## src/rtl/rolha_scheduler_pkg.sv

```systemverilog
// rolha_pkg: shared types and defaults for the cork-dispenser scheduler.
//   state_e   : scheduler FSM state (IDLE, DISP, ADD, GAP)
//   DEF_*     : default parameter values for the scheduler and its interface
//   cnt_width : bits needed by a down-counter that must hold n-1
package rolha_pkg;

   typedef enum logic [1:0] {
      IDLE = 2'd0,
      DISP = 2'd1,
      ADD  = 2'd2,
      GAP  = 2'd3
   } state_e;

   localparam int unsigned DEF_CAP        = 20;
   localparam int unsigned DEF_LOW_TH     = 5;
   localparam int unsigned DEF_INIT_STOCK = 0;
   localparam int unsigned DEF_PULSE_CYC  = 4;
   localparam int unsigned DEF_GAP_CYC    = 2;

   function automatic int unsigned cnt_width(input int unsigned n);
      return (n <= 2) ? 1 : $clog2(n);
   endfunction

endpackage

```

## src/rtl/rolha_scheduler_if.sv

```systemverilog
// rolha_scheduler_if: request/command/status bundle between the bottle line,
// the operator panel and the cork scheduler.
//   req_disp, req_add           : requests (driven by master)
//   disp, add_rolha, ack_disp   : command pulses (driven by slave)
//   stock, rolha5, empty, full,
//   busy                        : status (driven by slave)
// Modports: master = request side, slave = scheduler side.
interface rolha_scheduler_if
   import rolha_pkg::*;
#(
   parameter int unsigned CAP = DEF_CAP
);
   localparam int unsigned SW = $clog2(CAP + 1);

   logic          req_disp;
   logic          req_add;
   logic          disp;
   logic          add_rolha;
   logic          ack_disp;
   logic [SW-1:0] stock;
   logic          rolha5;
   logic          empty;
   logic          full;
   logic          busy;

   modport master (
      output req_disp, req_add,
      input  disp, add_rolha, ack_disp, stock, rolha5, empty, full, busy
   );

   modport slave (
      input  req_disp, req_add,
      output disp, add_rolha, ack_disp, stock, rolha5, empty, full, busy
   );

endinterface

```

## src/rtl/rolha_scheduler_timer.sv

```systemverilog
// rolha_timer: loadable down-counter used for both pulse and gap timing.
//   clk, rst_n    : clock, asynchronous active-low reset
//   load_i        : load load_val_i this cycle (has priority over counting)
//   load_val_i    : value to load
//   value_o       : current count
//   done_o        : count has reached zero (counter then holds at zero)
module rolha_timer #(
   parameter int unsigned W = 2
) (
   input  logic         clk,
   input  logic         rst_n,
   input  logic         load_i,
   input  logic [W-1:0] load_val_i,
   output logic [W-1:0] value_o,
   output logic         done_o
);

   logic [W-1:0] cnt_q, cnt_d;

   always_comb begin
      cnt_d = cnt_q;
      if (load_i) begin
         cnt_d = load_val_i;
      end else if (cnt_q != '0) begin
         cnt_d = cnt_q - 1'b1;
      end
   end

   always_ff @(posedge clk or negedge rst_n) begin
      if (!rst_n) begin
         cnt_q <= '0;
      end else begin
         cnt_q <= cnt_d;
      end
   end

   assign value_o = cnt_q;
   assign done_o  = (cnt_q == '0);

endmodule

```

## src/rtl/rolha_scheduler.sv

```systemverilog
// rolha_scheduler: sequences the cork dispenser. Arbitrates bottle dispense
// requests against operator refill requests, issues timed disp / add_rolha
// pulses followed by a cooldown gap, and tracks reservoir stock.
//   clk   : system clock
//   reset : asynchronous active-low reset
//   bus   : rolha_scheduler_if.slave (requests in, commands/status out)
// Optional feature: define ROLHA_FAIRNESS_EN to force an ADD grant after three
// consecutive DISP grants that were made while a refill was also pending.
module rolha_scheduler
   import rolha_pkg::*;
#(
   parameter int unsigned CAP        = DEF_CAP,
   parameter int unsigned LOW_TH     = DEF_LOW_TH,
   parameter int unsigned INIT_STOCK = DEF_INIT_STOCK,
   parameter int unsigned PULSE_CYC  = DEF_PULSE_CYC,
   parameter int unsigned GAP_CYC    = DEF_GAP_CYC
) (
   input  logic               clk,
   input  logic               reset,
   rolha_scheduler_if.slave   bus
);

   localparam int unsigned SW = $clog2(CAP + 1);
   localparam int unsigned TW = cnt_width((PULSE_CYC > GAP_CYC) ? PULSE_CYC : GAP_CYC);

   state_e        state_q, state_d;
   logic [SW-1:0] stock_q, stock_d;
   logic          disp_q, disp_d;
   logic          add_q, add_d;
   logic          ack_q, ack_d;

   logic          tmr_load;
   logic [TW-1:0] tmr_val;
   logic [TW-1:0] tmr_value;
   logic          tmr_done;

   logic          empty_w, full_w;
   logic          disp_ok, add_ok;
   logic          grant_disp, grant_add;

`ifdef ROLHA_FAIRNESS_EN
   logic [1:0]    fair_q, fair_d;
`endif

   assign empty_w = (stock_q == '0);
   assign full_w  = (stock_q == SW'(CAP));
   assign disp_ok = bus.req_disp && !empty_w;
   assign add_ok  = bus.req_add && !full_w;

   rolha_timer #(.W(TW)) u_timer (
      .clk        (clk),
      .rst_n      (reset),
      .load_i     (tmr_load),
      .load_val_i (tmr_val),
      .value_o    (tmr_value),
      .done_o     (tmr_done)
   );

   always_comb begin
      state_d    = state_q;
      stock_d    = stock_q;
      tmr_load   = 1'b0;
      tmr_val    = '0;
      grant_disp = 1'b0;
      grant_add  = 1'b0;

      case (state_q)
         IDLE: begin
`ifdef ROLHA_FAIRNESS_EN
            if (add_ok && (fair_q == 2'd3)) begin
               grant_add = 1'b1;
            end else if (disp_ok) begin
               grant_disp = 1'b1;
            end else if (add_ok) begin
               grant_add = 1'b1;
            end
`else
            if (disp_ok) begin
               grant_disp = 1'b1;
            end else if (add_ok) begin
               grant_add = 1'b1;
            end
`endif
            if (grant_disp) begin
               state_d  = DISP;
               stock_d  = stock_q - 1'b1;
               tmr_load = 1'b1;
               tmr_val  = TW'(PULSE_CYC - 1);
            end else if (grant_add) begin
               state_d  = ADD;
               tmr_load = 1'b1;
               tmr_val  = TW'(PULSE_CYC - 1);
            end
         end
         DISP: begin
            if (tmr_done) begin
               state_d  = GAP;
               tmr_load = 1'b1;
               tmr_val  = TW'(GAP_CYC - 1);
            end
         end
         ADD: begin
            if (tmr_done) begin
               state_d  = GAP;
               stock_d  = stock_q + 1'b1;
               tmr_load = 1'b1;
               tmr_val  = TW'(GAP_CYC - 1);
            end
         end
         GAP: begin
            if (tmr_done) begin
               state_d = IDLE;
            end
         end
         default: state_d = IDLE;
      endcase

      disp_d = (state_d == DISP);
      add_d  = (state_d == ADD);
      // Registered ack: high when the cycle being entered is the last DISP
      // cycle, i.e. the timer will read zero next cycle.
      ack_d  = (state_d == DISP) &&
               (tmr_load ? (tmr_val == '0) : (tmr_value == TW'(1)));
   end

   always_ff @(posedge clk or negedge reset) begin
      if (!reset) begin
         state_q <= IDLE;
         stock_q <= SW'(INIT_STOCK);
         disp_q  <= 1'b0;
         add_q   <= 1'b0;
         ack_q   <= 1'b0;
      end else begin
         state_q <= state_d;
         stock_q <= stock_d;
         disp_q  <= disp_d;
         add_q   <= add_d;
         ack_q   <= ack_d;
      end
   end

`ifdef ROLHA_FAIRNESS_EN
   // Cannot pass 3: at 3 with a refill pending, IDLE grants ADD, which clears it.
   always_comb begin
      fair_d = fair_q;
      if (grant_add) begin
         fair_d = '0;
      end else if (grant_disp && add_ok) begin
         fair_d = fair_q + 2'd1;
      end
   end

   always_ff @(posedge clk or negedge reset) begin
      if (!reset) begin
         fair_q <= '0;
      end else begin
         fair_q <= fair_d;
      end
   end
`endif

   a_stock_range: assert property (@(posedge clk) disable iff (!reset) stock_q <= SW'(CAP));

   assign bus.disp      = disp_q;
   assign bus.add_rolha = add_q;
   assign bus.ack_disp  = ack_q;
   assign bus.stock     = stock_q;
   assign bus.rolha5    = (32'(stock_q) >= LOW_TH);
   assign bus.empty     = empty_w;
   assign bus.full      = full_w;
   assign bus.busy      = (state_q != IDLE);

endmodule

```

## src/flat_wrapper.sv

```systemverilog
// flat-port wrapper written by rule: the top's interface ports become plain ports
module rolha_scheduler_flat import rolha_pkg::*;
#(
   parameter int unsigned CAP        = DEF_CAP,
   parameter int unsigned LOW_TH     = DEF_LOW_TH,
   parameter int unsigned INIT_STOCK = DEF_INIT_STOCK,
   parameter int unsigned PULSE_CYC  = DEF_PULSE_CYC,
   parameter int unsigned GAP_CYC    = DEF_GAP_CYC
)
  (clk, reset, bus_req_disp, bus_req_add, bus_disp, bus_add_rolha, bus_ack_disp, bus_stock, bus_rolha5, bus_empty, bus_full, bus_busy);
  rolha_scheduler_if #(.CAP(CAP)) bus_i ();
  input  logic clk;
  input  logic reset;
  input wire logic [$bits(bus_i.req_disp)-1:0] bus_req_disp;
  input wire logic [$bits(bus_i.req_add)-1:0] bus_req_add;
  output wire logic [$bits(bus_i.disp)-1:0] bus_disp;
  output wire logic [$bits(bus_i.add_rolha)-1:0] bus_add_rolha;
  output wire logic [$bits(bus_i.ack_disp)-1:0] bus_ack_disp;
  output wire logic [$bits(bus_i.stock)-1:0] bus_stock;
  output wire logic [$bits(bus_i.rolha5)-1:0] bus_rolha5;
  output wire logic [$bits(bus_i.empty)-1:0] bus_empty;
  output wire logic [$bits(bus_i.full)-1:0] bus_full;
  output wire logic [$bits(bus_i.busy)-1:0] bus_busy;
  assign bus_i.req_disp = bus_req_disp;
  assign bus_i.req_add = bus_req_add;
  assign bus_disp = bus_i.disp;
  assign bus_add_rolha = bus_i.add_rolha;
  assign bus_ack_disp = bus_i.ack_disp;
  assign bus_stock = bus_i.stock;
  assign bus_rolha5 = bus_i.rolha5;
  assign bus_empty = bus_i.empty;
  assign bus_full = bus_i.full;
  assign bus_busy = bus_i.busy;
  rolha_scheduler #(.CAP(CAP), .LOW_TH(LOW_TH), .INIT_STOCK(INIT_STOCK), .PULSE_CYC(PULSE_CYC), .GAP_CYC(GAP_CYC)) u_core (.clk(clk), .reset(reset), .bus(bus_i));
endmodule
```

## config.mk

```make
export PLATFORM = sky130hd
export DESIGN_NAME = rolha_scheduler_flat
export DESIGN_NICKNAME = d
export VERILOG_FILES = /design/src/rtl/rolha_scheduler_pkg.sv /design/src/rtl/rolha_scheduler_if.sv /design/src/rtl/rolha_scheduler_timer.sv /design/src/rtl/rolha_scheduler.sv /design/src/flat_wrapper.sv
export SDC_FILE = /design/constraint.sdc
export NUM_CORES = 1
export LEC_CHECK = 0
export CAP_MARGIN = 20
export CORE_MARGIN = 2
export CORE_UTILIZATION = 35
export CTS_CLUSTER_SIZE = 30
export DETAILED_ROUTE_END_ITERATION = 10
export PLACE_DENSITY = 0.61
export SLEW_MARGIN = 0
export SYNTH_ARGS = -nofsm -noshare
export SYNTH_HDL_FRONTEND = slang
export SYNTH_SLANG_ARGS = --single-unit
```

## constraint.sdc

```tcl
create_clock -name clk -period 2.07 [get_ports clk]
set_input_delay 0.414 -clock clk [delete_from_list [all_inputs] [get_ports clk]]
set_output_delay 0.414 -clock clk [all_outputs]
set_load 0.02 [all_outputs]
```

==> key figures <==
Die
  – Row cnt: 17
  – Die Y-Extent: 53.31 um
  – Die Area: 2841 um2
  – Chip Width: 53.31 um
  – Initial core utilization: 0.3774
  – Core area: 2255 um2
  – # IOs: 16

Power
  – VDD IR max: 1.029 mV
  – Pwr Density: 1785 nW/um2
  – Power Internal: 1.160 mW
  – Switching portion of total power: 0.4273
  – Comb pwr share: 0.712
  – Seq pwr share: 0.219
  – P_leak: 0.5120 nW
  – Switch Pwr: between 0.8 and 0.9 mW
  – Clock power frac: 0.068

CTS
  – Clk root buf: clkbuf_4
  – CTS tree: yes
  – CTS H-Tree Depth: 1
  – Clk sink count: 12
  – Num CTS Buffers: 3
  – Hold buffers post-CTS: 0
  – Clk slew on worst S/H paths: 0.07 ns
  – CTS max path bufs: 2
  – Worst skew pair latency: about 0.26 ns

Layout
  – Share of layout cells above drive strength 1: 0.2768
  – Layout net count: 127
  – N_diodes: 0
  – Most common cell after layout, fill and taps aside: buf_4
  – Most frequent cells in the layout: buf_4, clkdlybuf4s50_1, dfrtp_1, nand2_1, ha_1
  – Syn-to-layout area delta: 33.38%
  – Fill cells: 225

Drt
  – TritonRoute pass-1 iters: 4
  – Routed WL per cell: 12.04 um
  – Number of remaining DRC errors: 0
  – First DRT Iteration DRCs: 10
  – Vias per cell: 4.921
  – Total Routed Length: 1.685 mm
  – Vias: 689
  – Routed Antenna Nets: 0

Critical path
  – Worst path slowest cell: or4_1
  – Setup Crit Path Kind: reg -> reg
  – Req. time, crit path: 2.24 ns
  – Worst reg2reg path endpoint: u_core.bus.stock[4]$_DFFE_PN0P_
  – Crit end category: flop
  – Crit Path Max Fanout: 4
  – Critical R2R Launch: u_core.state_q[0]$_DFF_PN0_
  – R2R Setup Slk: 0.05 ns
  – Crit path largest cell delay: 0.40 ns
  – R2R depth: 8
  – Worst path cell trace: inv_2 > ha_2 > inv_2 > fa_2 > a21o_1 > a21o_1 > or4_1 > o311ai_1
  – Setup crit start kind: flop
  – WP data arrival: approximately 2.2 ns

Timing
  – Setup Skew: roughly 0.0007 ns
  – Final Setup Violations: 0
  – Tightest Pin Transition: 0.5482 ns
  – Min Tclk post-route: 2.020 ns
  – Total Neg Setup Slack: 0 ns
  – Unrepaired setup endpoints after global routing: yes
  – Setup WS post-layout: 0.05043 ns
  – Final period utilization: 0.9756
  – Max Freq: 495.2 MHz
  – Slew headroom: 0.6334
  – Slew Viols, Final: 0
  – Final hold vios: 0

Global routing
  – Largest net degree at the start of global routing: 13
  – Overall routing resource usage: 0.1506
  – Grt ovf: 0
  – Vias in the first global route: approximately 670
  – Antenna violations before repair: 0
  – First-pass GRT wire length: 3.098 mm

Synthesis
  – Area share of the largest cell type after synthesis: 0.3529
  – Seq/Total Area, Yosys: 0.3529
  – Netlist cell types: 38
  – Post-Syn Nets: 98
  – Mapped Cells: 85
  – Mapped cell area: 850.8 um2
  – Syn avg cell area: 10.01 um2
  – #FFs+latches synth: 12
  – Warnings from Yosys: 0
  – Post-synth top area cell: dfrtp_1
  – Ranking of synthesized cells by area: dfrtp_1, ha_1, mux2_2

Place
  – Gpl congestion: 0.7999
  – IO Port Bufs: 15
  – Setup WS pre-CTS: 0.01322 ns
  – Post-DP HPWL: 1.367 mm

Hold path
  – Worst hold path type: in -> async

Run status
  – Status: finished clean

Job
  – Max-capacitance violation count: 0
[worst max-delay path: cells and delay by family, from the launching register on]
family                     cells  cell delay (ns)
and+or+nand+nor                1             0.40
DFF                            1             0.39
AOI/OAI and AO/OA              3             0.47
buffers and inverters          2             0.12
adders and majority gates      2             0.54
[metrics by stage]
step,hold slack [ns],total power [mW],util,instances,cell area (um2)
detailed placement,0.5529,1.883,0.4911,136,1107
floorplan,0.1184,1.367,-,85,855.8
CTS,0.5131,2.043,0.5028,140,1134
global placement,0.5481,1.878,0.4911,136,1107
finish,0.5043,2.026,0.5033,140,1135
global route,0.5137,2.244,0.5033,140,1135
[worst max-delay path by stage]
stage | cells after the start | endpoint | slack [ns] | startpoint
floorplan | 8 | u_core.bus.stock[4]$_DFFE_PN0P_ | 0.01 | u_core.state_q[0]$_DFF_PN0_
global placement | 8 | u_core.bus.stock[4]$_DFFE_PN0P_ | 0.08 | u_core.state_q[0]$_DFF_PN0_
detailed placement | 8 | u_core.bus.stock[4]$_DFFE_PN0P_ | 0.01 | u_core.state_q[0]$_DFF_PN0_
CTS | 3 | bus_rolha5 | 0.0002 | u_core.bus.stock[2]$_DFFE_PN0P_
global route | 8 | u_core.bus.stock[4]$_DFFE_PN0P_ | -0.1 | u_core.state_q[0]$_DFF_PN0_
finish | 8 | u_core.bus.stock[4]$_DFFE_PN0P_ | 0.05 | u_core.state_q[0]$_DFF_PN0_
[synthesized netlist by cell type]
library cell / number
clkbuf_1: 2
ha_1: 8
mux2_2: 4
o31ai_1: 1
o221ai_1: 2
or3_1: 1
nand2_1: 9
inv_1: 7
o22ai_1: 1
nor3_1: 1
a221oi_1: 1
o31ai_2: 1
or4_1: 1
o211a_1: 1
o211ai_1: 1
o311a_1: 1
o311ai_0: 1
a211oi_1: 1
a21o_1: 2
a21oi_1: 1
a21o_2: 1
xnor2_1: 3
nor4b_1: 1
a211o_1: 1
o21ai_0: 3
nor2b_1: 3
or3b_2: 1
o221a_2: 1
fa_1: 1
buf_6: 1
nand3b_1: 1
and2_1: 1
buf_2: 1
a311oi_2: 1
dfrtp_1: 12
nor2_1: 4
o31a_2: 1
nand2b_1: 1
[power groups by stage]
| stage | sequential [mW] | combinational [mW] | clock (mW) |
|---|---|---|---|
| 2_1_floorplan | 0.528 | 0.839 | 0 |
| 3_3_place_gp | 0.448 | 1.43 | 0 |
| 3_5_place_dp | 0.446 | 1.44 | 0 |
| 4_1_cts | 0.443 | 1.45 | 0.146 |
| 5_1_grt | 0.468 | 1.62 | 0.156 |
| 6_report | 0.444 | 1.44 | 0.139 |
[cell type report]
cell class	count	area, um2	area share
Inverter	7	26.28	0.02315
Multi-Input combinational cell	62	505.5	0.4454
Tap cell	28	35.03	0.03087
Timing Repair Buffer	28	244.0	0.2150
Sequential cell	12	301.5	0.2657
Clock buffer	3	22.52	0.01985
[kinds of logic after synthesis]
family,share of synthesized area
compound gates,0.2176
buf+inv,0.05883
mux,0.05294
simple gates,0.1456
fa+ha+maj,0.1412
xor+xnor,0.03089
flops,0.3529
[registers in the layout (all words and copies together) (netlist names)]
signal	flops
u_core.bus.ack_disp	1
u_core.bus.add_rolha	1
u_core.bus.disp	1
u_core.bus.stock	5
u_core.state_q	2
u_core.u_timer.value_o	2
[what timing repair did]
action                                  4_1_cts  5_1_grt
resized for setup                             4        3
buffers inserted                              1        0
endpoints found under the setup margin        4        2
pin swaps                                     1        0
[per-layer routing]
layer | vias up | wire (um) | GRT usage
met5 | - | 0 | 0
met4 | 0 | 14 | 0.06410
li1 | 366 | - | -
met3 | 2 | 57 | 0.01977
met2 | 11 | 718 | 0.2140
met1 | 310 | 894 | 0.2242
Note: power is estimated with default switching activity, not from simulation.
